==> config.mk <==
export PLATFORM = sky130hd
export DESIGN_NAME = shift_add_mul
export DESIGN_NICKNAME = d
export VERILOG_FILES = /design/src/rtl/shift_add_mul.sv
export SDC_FILE = /design/constraint.sdc
export NUM_CORES = 1
export LEC_CHECK = 0
export BUFFER_PORTS_ARGS = -buffer_cell sky130_fd_sc_hd__buf_2
export CORE_UTILIZATION = 40
export DETAILED_ROUTE_END_ITERATION = 10
export PLACE_DENSITY_LB_ADDON = 0.3
export SLEW_MARGIN = 0
export SYNTH_ARGS = -nofsm -noshare
export SYNTH_HDL_FRONTEND = slang
export SYNTH_SLANG_ARGS = --single-unit
==> constraint.sdc <==
create_clock -name clk -period 4.3 [get_ports clk]
set_input_delay 0.86 -clock clk [delete_from_list [all_inputs] [get_ports clk]]
set_output_delay 0.86 -clock clk [all_outputs]
set_load 0.02 [all_outputs]
==> src/rtl/shift_add_mul.sv <==
// Rebuilds a dividend from a quotient and remainder by a fixed divisor B.
// The multiply is done serially, one shift-and-add step per quotient bit.
module shift_add_mul #(
    parameter int            W = 15,
    parameter logic [W-1:0]  B = W'(16)
) (
    input  logic             clk,
    input  logic             rst_n,
    input  logic             start,
    input  logic [W-1:0]     quotient,
    input  logic [W-1:0]     remainder,
    output logic             busy,
    output logic             done,
    output logic [2*W-1:0]   product,
    output logic             ovf
);

    // state | meaning
    // IDLE  | waiting for start
    // CALC  | one quotient bit per cycle, counter selects the bit
    // DONE  | result valid for this single cycle; start here chains the next job
    typedef enum logic [1:0] {IDLE, CALC, DONE} state_t;

    localparam int             CW    = (W > 1) ? $clog2(W) : 1;
    localparam logic [CW-1:0]  LAST  = CW'(W - 1);
    localparam logic [2*W-1:0] B_EXT = {{W{1'b0}}, B};

    state_t           state, state_nxt;
    logic [W-1:0]     q_lat;
    logic [CW-1:0]    cnt;
    logic [2*W-1:0]   acc, acc_sum;
    logic             load, last;

    assign last    = (cnt == LAST);
    assign acc_sum = acc + (q_lat[cnt] ? (B_EXT << cnt) : '0);
    assign busy    = (state == CALC);
    assign done    = (state == DONE);

    always_ff @(posedge clk or negedge rst_n) begin
        if (!rst_n) state <= IDLE;
        else        state <= state_nxt;
    end

    always_comb begin
        state_nxt = state;
        load      = 1'b0;
        case (state)
            IDLE: begin
                if (start) begin
                    load      = 1'b1;
                    state_nxt = CALC;
                end
            end
            CALC: begin
                if (last) state_nxt = DONE;
            end
            DONE: begin
                if (start) begin
                    load      = 1'b1;
                    state_nxt = CALC;
                end else begin
                    state_nxt = IDLE;
                end
            end
            default: state_nxt = IDLE;
        endcase
    end

    // The accumulator starts at the remainder, so it doubles as the remainder latch.
    always_ff @(posedge clk or negedge rst_n) begin
        if (!rst_n) begin
            q_lat   <= '0;
            acc     <= '0;
            cnt     <= '0;
            product <= '0;
            ovf     <= 1'b0;
        end else if (load) begin
            q_lat <= quotient;
            acc   <= {{W{1'b0}}, remainder};
            cnt   <= '0;
        end else if (state == CALC) begin
            acc <= acc_sum;
            cnt <= last ? '0 : cnt + 1'b1;
            if (last) begin
                product <= acc_sum;
                ovf     <= |acc_sum[2*W-1:W];
            end
        end
    end

endmodule

==> metrics.txt, run 1 <==
first-pass GRT wire length=17820 µm; largest net degree at the start of global routing=83; share of layout cells above drive strength 1=0.2434; Design Area, Final=0.005318 mm²; root buffer cell=clkbuf_16; largest stage delay on the critical path=650 ps; most frequent cell after synthesis=nand2_1; post-synth net total=521; EDFF count, synth=0; CP required=4510 ps; Initial Utilization=0.4149; post-CTS sizing=0; Overflow after GRT=0; final cell count without fillers=670; Die Wd=108.7 µm; Routed wire per std cell=16.29 µm; Yosys top cell by area=dfrtp_1; Layout Area Growth over Synthesis=16.69%; Worst setup SP type=flip-flop; CTS Buffer Depth=2; P_leak=2.474 nW; Ant. Diodes=0; final worst path period share=0.9016; # hold bufs at CTS=0; placed cell area=0.004997 mm²; Post-CTS Setup Bufs=0; synthesized cell area=0.004557 mm²; GPL Wtd Cong=0.9044; initial antenna violation count=0; Post-synth top cells=nand2_1 (88), dfrtp_1 (82), o21ai_0 (50), nor2_1 (25), clkbuf_1 (20); max-cap viol count=0; setup_tns=0 ps; Slew @ Worst Pin=1043 ps; Synth Flop Type=dfrtp_1; via density per instance=5.373; clock sinks=82; Max Clock Freq=257.9 MHz; crit path kind=flip-flop to flip-flop; TritonCTS clock tree=built; Final setup violation count=0; synth top area cells=dfrtp_1 (45%), nand2_1 (7.2%), o21ai_0 (5.5%), ha_1 (4.9%), mux2_2 (4.4%); clock-pin slew on the worst setup and hold paths=60 ps; die height=108.7 µm; PnR Total Power=3.941 mW; I/O pins=66; register area=0.002052 mm²; FFs w/ async S/R, synth=1.000; core area=0.01098 mm²; CP endpoint kind=flip-flop; Distinct cells, synth=65; htree depth=3; CP Max Fanout=3; CP cell instances=mux4_2 -> nor2_1 -> nor2_1 -> o21a_1 -> nand2_1 -> nor3_1 -> ha_1 -> inv_1 -> fa_1 -> nand2b_1 -> a21oi_2 -> nor2b_2 -> o21ai_1 -> a2111oi_1 -> o21ai_0 -> nor4_2 -> a31oi_1; synthesis-stage register bit count=82; Yosys warnings=0; die area=0.01182 mm²; Final Routed Wirelength=10910 µm; most used cell, CP=nor2_1; final hold violation count=0; antenna-violating nets left=0; DR DRC count=0; Port Buf Inserts=65; DP HPWL=7755 µm; filler cell count=1008; fin crit period=3877 ps; DR vias=3600; placed insts=655; relative slew slack=0.3047; nets=578; router iterations before antenna repair=4; Power Density=741.2 mW/mm²; RSZ-0062 raised after global routing=no; Critical Path Slowest Stage Cell=a2111oi_1; Worst Hold Class=flip-flop to flip-flop; area of the multi-input gates=0.002352 mm²; FP Rows=38; CP arrival=4090 ps; outcome=completed; hold slack=468.4 ps; GRT Util Overall=0.1987; post-synthesis sequential area ratio=0.4503; vias in the first global route=3574; maximum vdd drop=375.2 µV; Syn Area/Cell=9.716 µm²; post-synth top area share=0.4503; CTS Buf Count=9; Clk Latency, worst-skew pair=340 ps; max-slew violations=0; cell count after synthesis=469; DR iter-0 viols=204; Clock Skew=7.163 ps
worst max-delay path: cells and delay by family (launching register included):
family,cells,cell delay (ps)
AO/OA/AOI/OAI,6,1370
AND/OR/NAND/NOR,7,960
multiplexers,1,520
adder cells (fa/ha/maj),2,410
flip-flops,1,410
buffers and inverters,1,80
worst paths after layout:
| path | from | to | slack [ps] | depth (start not counted) |
|---|---|---|---|---|
| worst max-delay path | cnt[0] | ovf | 420 | 17 |
| worst min-delay path | acc[3] | product[3] | 470 | 2 |
| worst max register to register | cnt[0] | ovf | 420 | 17 |
| worst min register to register | acc[3] | product[3] | 470 | 2 |
| max in group asynchronous | rst_n | acc[13] | 2920 | 1 |
| min in group asynchronous | rst_n | product[12] | 670 | 1 |
per-stage QoR:
stage	worst slack [ps]	utilization
global placement	547.2	0.4550
global route	148.6	0.4842
floorplan	935.3	-
finish	422.9	0.4842
CTS	460.7	0.4842
detailed placement	505.2	0.4550
report_power, final:
part,total (mW),switching (mW),internal (mW)
clock network,0.837,0.300,0.538
logic,1.77,1.07,0.697
registers,1.34,0.222,1.11
state kept, by name, indices dropped and copies added, names as in the netlist:
register	count
acc	30
product	30
q_lat	15
cnt	4
state	2
ovf	1
layer usage:
layer  global-route usage  vias up  part of all wire
li1                     -     1762                 -
met1               0.2600     1706              0.45
met4              0.08687        0             0.015
met5                    0        -                 0
met3              0.04842       11             0.065
met2               0.3119      121              0.47
cell families after synthesis:
kind of cell	count (synthesis)	share of synthesized area
AND/OR/NAND/NOR	164	0.1642
AO/OA/AOI/OAI	124	0.1922
flip-flops	82	0.4503
buffers and inverters	36	0.03405
XOR/XNOR	22	0.04393
multiplexers	22	0.06150
adder cells (fa/ha/maj)	19	0.05382
placed cells by master, fill, tap and decap left out, types with 4 or more instances in the layout:
| cell | Yosys | layout |
|---|---|---|
| a21o_1 | 8 | 8 |
| a21oi_1 | 8 | 8 |
| a21oi_2 | 4 | 4 |
| a22oi_1 | 9 | 9 |
| a31oi_1 | 4 | 4 |
| and2_1 | 6 | 6 |
| and3_1 | 6 | 6 |
| buf_2 | 4 | 64 |
| buf_4 | 0 | 8 |
| clkbuf_16 | 0 | 9 |
| dfrtp_1 | 82 | 82 |
| ha_1 | 18 | 18 |
| inv_1 | 10 | 10 |
| mux2_2 | 18 | 18 |
| nand2_1 | 88 | 88 |
| nand2b_1 | 8 | 8 |
| nand3_1 | 7 | 7 |
| nand4_1 | 4 | 4 |
| nor2_1 | 25 | 25 |
| nor3_1 | 5 | 5 |
| o21a_1 | 5 | 5 |
| o21ai_0 | 50 | 50 |
| xnor2_1 | 10 | 10 |
| xor2_1 | 11 | 11 |
cell type report:
| class | count | share of cell area |
|---|---|---|
| repair buffers | 72 | 0.07153 |
| inverters | 10 | 0.007059 |
| well taps | 140 | 0.03294 |
| flip-flops and latches | 82 | 0.3859 |
| multi-input cells | 351 | 0.4424 |
| clock buffers | 13 | 0.04894 |
| clock inverters | 2 | 0.01129 |
No activity file was read; power rests on OpenSTA's default activity.
==> run 2: changes to the inputs <==
--- a/config.mk
+++ b/config.mk
@@ -6,10 +6,10 @@
 export NUM_CORES = 1
 export LEC_CHECK = 0
 export BUFFER_PORTS_ARGS = -buffer_cell sky130_fd_sc_hd__buf_2
-export CORE_UTILIZATION = 40
+export CORE_UTILIZATION = 50
 export DETAILED_ROUTE_END_ITERATION = 10
 export PLACE_DENSITY_LB_ADDON = 0.3
-export SLEW_MARGIN = 0
+export SLEW_MARGIN = 5
 export SYNTH_ARGS = -nofsm -noshare
 export SYNTH_HDL_FRONTEND = slang
 export SYNTH_SLANG_ARGS = --single-unit
==> constraint.sdc (replaced) <==
create_clock -name clk -period 3.3 [get_ports clk]
set_input_delay 0.66 -clock clk [delete_from_list [all_inputs] [get_ports clk]]
set_output_delay 0.66 -clock clk [all_outputs]
set_load 0.02 [all_outputs]
==> metrics.txt, run 2 (synthesis results as in run 1) <==
worst slack at placement=-247.6 ps; Overflow after GRT=0; root buffer cell=clkbuf_8; Clock Skew=16.53 ps; worst setup path start=cnt[0]; outcome=complete, but fails checks; PnR Total Power=5.574 mW; die height=97.47 µm; maximum vdd drop=569.9 µV; DR DRC count=0; Die Wd=97.47 µm; reg2reg start=cnt[0]; WP buf/inv=2; Slew @ Worst Pin=1021 ps; DP HPWL=8344 µm; Clk Latency, worst-skew pair=360 ps; vias in the first global route=4139; max-slew violations=0; Worst Hold Class=primary input to asynchronous set/reset pin; filler cell count=671; Design Area, Final=0.006128 mm²; TritonCTS clock tree=built; Layout Area Growth over Synthesis=34.49%; Worst setup SP type=flip-flop; Worst path depth=14; Port Buf Inserts=65; CP arrival=3750 ps; final worst path period share=1.064; CTS Buffer Depth=2; initial antenna violation count=0; crit path kind=flip-flop to flip-flop; RSZ-0062 raised after global routing=yes; crit path to=ovf; htree depth=3; Routed wire per std cell=16.97 µm; via density per instance=5.576; max-cap viol count=0; CP endpoint kind=flip-flop; first-pass GRT wire length=19800 µm; Critical Path Slowest Stage Cell=mux4_2; most common cell after layout, fill and taps aside=nand2_1; final hold violation count=0; clock sinks=82; die area=0.009499 mm²; Final setup violation count=16; GPL Wtd Cong=0.9021; FP Rows=34; P_leak=2.887 nW; setup_tns=-1501 ps; DR vias=3970; relative slew slack=0.3192; Crit path max-delay family=compound AO/OA/AOI/OAI gates; Max Clock Freq=284.9 MHz; CP cell instances=buf_4 -> mux4_2 -> nand3_1 -> nor2_1 -> ha_1 -> a21o_4 -> a2111oi_4 -> o21ai_4 -> a31oi_4 -> buf_6 -> nand2b_4 -> o2bb2ai_1 -> and3_1 -> a31oi_1; failing checks=setup timing; fin crit period=3510 ps; largest net degree at the start of global routing=83; largest stage delay on the critical path=510 ps; clock-pin slew on the worst setup and hold paths=90 ps; CTS Buf Count=9; Final Routed Wirelength=12090 µm; I/O pins=66; router iterations before antenna repair=4; core area=0.008763 mm²; commonest cells after routing, fill and taps aside=nand2_1 (83), dfrtp_1 (82), buf_4 (72), buf_2 (64); CP required=3540 ps; # hold bufs at CTS=0; placed cell area=0.005403 mm²; Ant. Diodes=0; flop2flop setup slack=-210 ps; antenna-violating nets left=0; R2R Path End=ovf; GRT Util Overall=0.2617; worst setup margin=-209.9 ps; CP Max Fanout=6; Largest regs=acc x30, product x30, q_lat x15; Power Density=909.5 mW/mm²; share of layout cells above drive strength 1=0.4272; Reg2Reg Depth=14; Initial Utilization=0.5200; DR iter-0 viols=106; nets=651
-- run 2: worst reg2reg max path: stages (launching register included) --
cell	delay, ps
dfrtp_1	410
buf_4	140
mux4_2	510
nand3_1	160
nor2_1	70
ha_1	380
a21o_4	290
a2111oi_4	420
o21ai_4	130
a31oi_4	250
buf_6	140
nand2b_4	120
o2bb2ai_1	120
and3_1	170
a31oi_1	80
-- run 2: where the power goes --
| part | internal (mW) | switching, mW | leakage (nW) |
|---|---|---|---|
| combinational | 1.39 | 1.69 | 1.79 |
| sequential | 1.45 | 0.282 | 0.985 |
| clock | 0.379 | 0.394 | 0.108 |
| total | 3.21 | 2.36 | 2.89 |
-- run 2: cell type report --
class	instances	area [µm²]	area share
multi-input combinational	351	2725	0.4447
clock buffer	10	137.6	0.02246
timing repair buffer	145	970.9	0.1584
clock inverter	6	70.07	0.01143
tap	108	135.1	0.02205
inverter	10	37.54	0.006125
sequential	82	2052	0.3348
-- run 2: layer usage --
| layer | part of all wire | wire length, µm | track usage | vias up |
|---|---|---|---|---|
| met5 | 0 | 0 | 0 | - |
| met4 | 0.025 | 307 | 0.07805 | 0 |
| met3 | 0.042 | 503 | 0.03957 | 25 |
| met2 | 0.51 | 6188 | 0.4626 | 95 |
| met1 | 0.42 | 5085 | 0.3305 | 1939 |
| li1 | - | - | - | 1911 |
-- run 2: how the worst min path moves through the flow --
stage	startpoint	endpoint	cells past startpoint
5_1_grt	acc[3]	product[3]	2
6_report	rst_n	product[13]	1
3_5_place_dp	product[18]	product[18]	2
4_1_cts	acc[3]	product[3]	2
3_3_place_gp	acc[2]	product[2]	2
2_1_floorplan	rst_n	acc[0]	0
-- run 2: metrics by stage --
| stage | cells | hold WS (ps) | utilization |
|---|---|---|---|
| after floorplan | 469 | 364.4 | - |
| after global placement | 678 | 450.4 | 0.6165 |
| after detailed placement | 678 | 457.4 | 0.6165 |
| after CTS | 703 | 472.3 | 0.6632 |
| after global routing | 712 | 492.7 | 0.6993 |
| final | 712 | 444.1 | 0.6993 |
-- run 2: what timing repair did --
item / CTS / global route
pin swaps: 26 / 23
endpoints found under the setup margin: 27 / 34
resized for setup: 34 / 65
setup buffers: 9 / 10
==> run 3: changes to the inputs <==
--- a/config.mk
+++ b/config.mk
@@ -6,7 +6,7 @@
 export NUM_CORES = 1
 export LEC_CHECK = 0
 export BUFFER_PORTS_ARGS = -buffer_cell sky130_fd_sc_hd__buf_2
-export CORE_UTILIZATION = 50
+export CORE_UTILIZATION = 44
 export DETAILED_ROUTE_END_ITERATION = 10
 export PLACE_DENSITY_LB_ADDON = 0.3
 export SLEW_MARGIN = 5
==> metrics.txt, run 3 (synthesis results as in run 1) <==
flop2flop setup slack=-250 ps; worst setup path start=cnt[0]; crit path kind=flip-flop to flip-flop; CP arrival=3800 ps; FP Rows=36; final hold violation count=0; DR vias=3950; Final Util=0.6120; CP required=3550 ps; P_leak=2.903 nW; Largest regs=acc x30, product x30, q_lat x15; max-slew violations=0; PnR Total Power=5.504 mW; router iterations before antenna repair=4; root buffer cell=clkbuf_8; R2R Path End=ovf; placed cell area=0.005492 mm²; DR DRC count=0; first-pass GRT wire length=19420 µm; RSZ-0062 raised after global routing=yes; clock sinks=82; Overflow after GRT=0; Worst setup SP type=flip-flop; TritonCTS clock tree=built; die height=103.8 µm; failing checks=setup timing; Clk Latency, worst-skew pair=370 ps; I/O pins=66; Clock power frac=0.154; htree depth=3; Slew @ Worst Pin=1024 ps; worst setup margin=-245.4 ps; die area=0.01077 mm²; DP HPWL=8419 µm; CP endpoint kind=flip-flop; Design Area, Final=0.006065 mm²; Reg2Reg Depth=14; hold slack=446.8 ps; final cell count without fillers=738; met3 wire len=499 µm; CP Max Fanout=8; crit path to=ovf; Layout Area Growth over Synthesis=33.09%; clock-pin slew on the worst setup and hold paths=90 ps; outcome=complete, but fails checks; CTS Buffer Depth=2; reg2reg start=cnt[0]; most common cell after layout, fill and taps aside=nand2_1; Pint=3.223 mW; DR iter-0 viols=143; commonest cells after routing, fill and taps aside=nand2_1 (85), dfrtp_1 (81), buf_4 (74), buf_2 (64), o21ai_0 (28); share of layout cells above drive strength 1=0.3983; Ant. Diodes=0; Final Routed Wirelength=11800 µm; antenna-violating nets left=0; GPL Wtd Cong=0.8939; Clock Skew=14.31 ps; GRT Util Overall=0.2273; largest net degree at the start of global routing=83; Flop pwr share=0.312; nets=652; fin crit period=3545 ps; setup_tns=-1179 ps; combinational share of power=0.533; maximum vdd drop=525.6 µV; final worst path period share=1.074; Sw Share=0.4145; Initial Utilization=0.4598; CTS Buf Count=9; core area=0.009910 mm²; via density per instance=5.352; max-cap viol count=0; # hold bufs at CTS=0; max layer used=met4; Switch Pwr=2.281 mW; Final setup violation count=20; Port Buf Inserts=65; Power Density=907.6 mW/mm²; relative slew slack=0.3176; Die Wd=103.8 µm; vias in the first global route=3952; Routed wire per std cell=15.99 µm; initial antenna violation count=0; Worst Hold Class=primary input to asynchronous set/reset pin; Max Clock Freq=282.1 MHz; met2 WL=5643 µm; placed insts=709; met1 wire length=5350 µm; worst slack at placement=-292.2 ps
run 3: power groups by stage:
stage / clock (mW) / sequential, mW / combinational, mW
after CTS: 0.873 / 1.72 / 2.80
after global routing: 0.922 / 1.78 / 3.19
final: 0.849 / 1.72 / 2.94
after floorplan: 0 / 1.90 / 1.50
after global placement: 0 / 1.71 / 2.63
after detailed placement: 0 / 1.73 / 2.68
run 3: critical path, stage by stage, from the launching register on:
cell and delay, ps:
dfrtp_2 410, buf_4 130, mux4_2 500, o21a_1 210, and3_1 220, ha_1 440, buf_4 160, nand3_1 70
a21boi_0 400, nand2_1 120, o211ai_1 110, buf_4 150, o21ai_1 100, nor4_2 290, a31oi_1 110
run 3: cell type report:
class                           count  area, µm²
Fill cell                         859       3845
Timing Repair Buffer              146      974.7
Clock inverter                      7      106.4
Sequential cell                    82       2053
Multi-Input combinational cell    351       2603
Tap cell                          133      166.4
Inverter                           10      37.54
Clock buffer                        9      123.9
run 3: how the worst min path moves through the flow:
| stage | cells past startpoint | end |
|---|---|---|
| after CTS | 2 | product[3] |
| after global routing | 3 | q_lat[13] |
| after global placement | 2 | product[3] |
| after detailed placement | 2 | product[3] |
| final | 1 | product[13] |
| after floorplan | 0 | acc[0] |
run 3: what timing repair did:
item	CTS	global route
pin swaps	11	20
setup buffers	6	7
setup endpoints to repair	28	35
gates resized for setup	34	35
run 3: metal layers:
| layer | track usage | vias up |
|---|---|---|
| li1 | - | 1928 |
| met1 | 0.2978 | 1898 |
| met2 | 0.3734 | 100 |
| met3 | 0.04279 | 24 |
| met4 | 0.08776 | 0 |
| met5 | 0 | - |
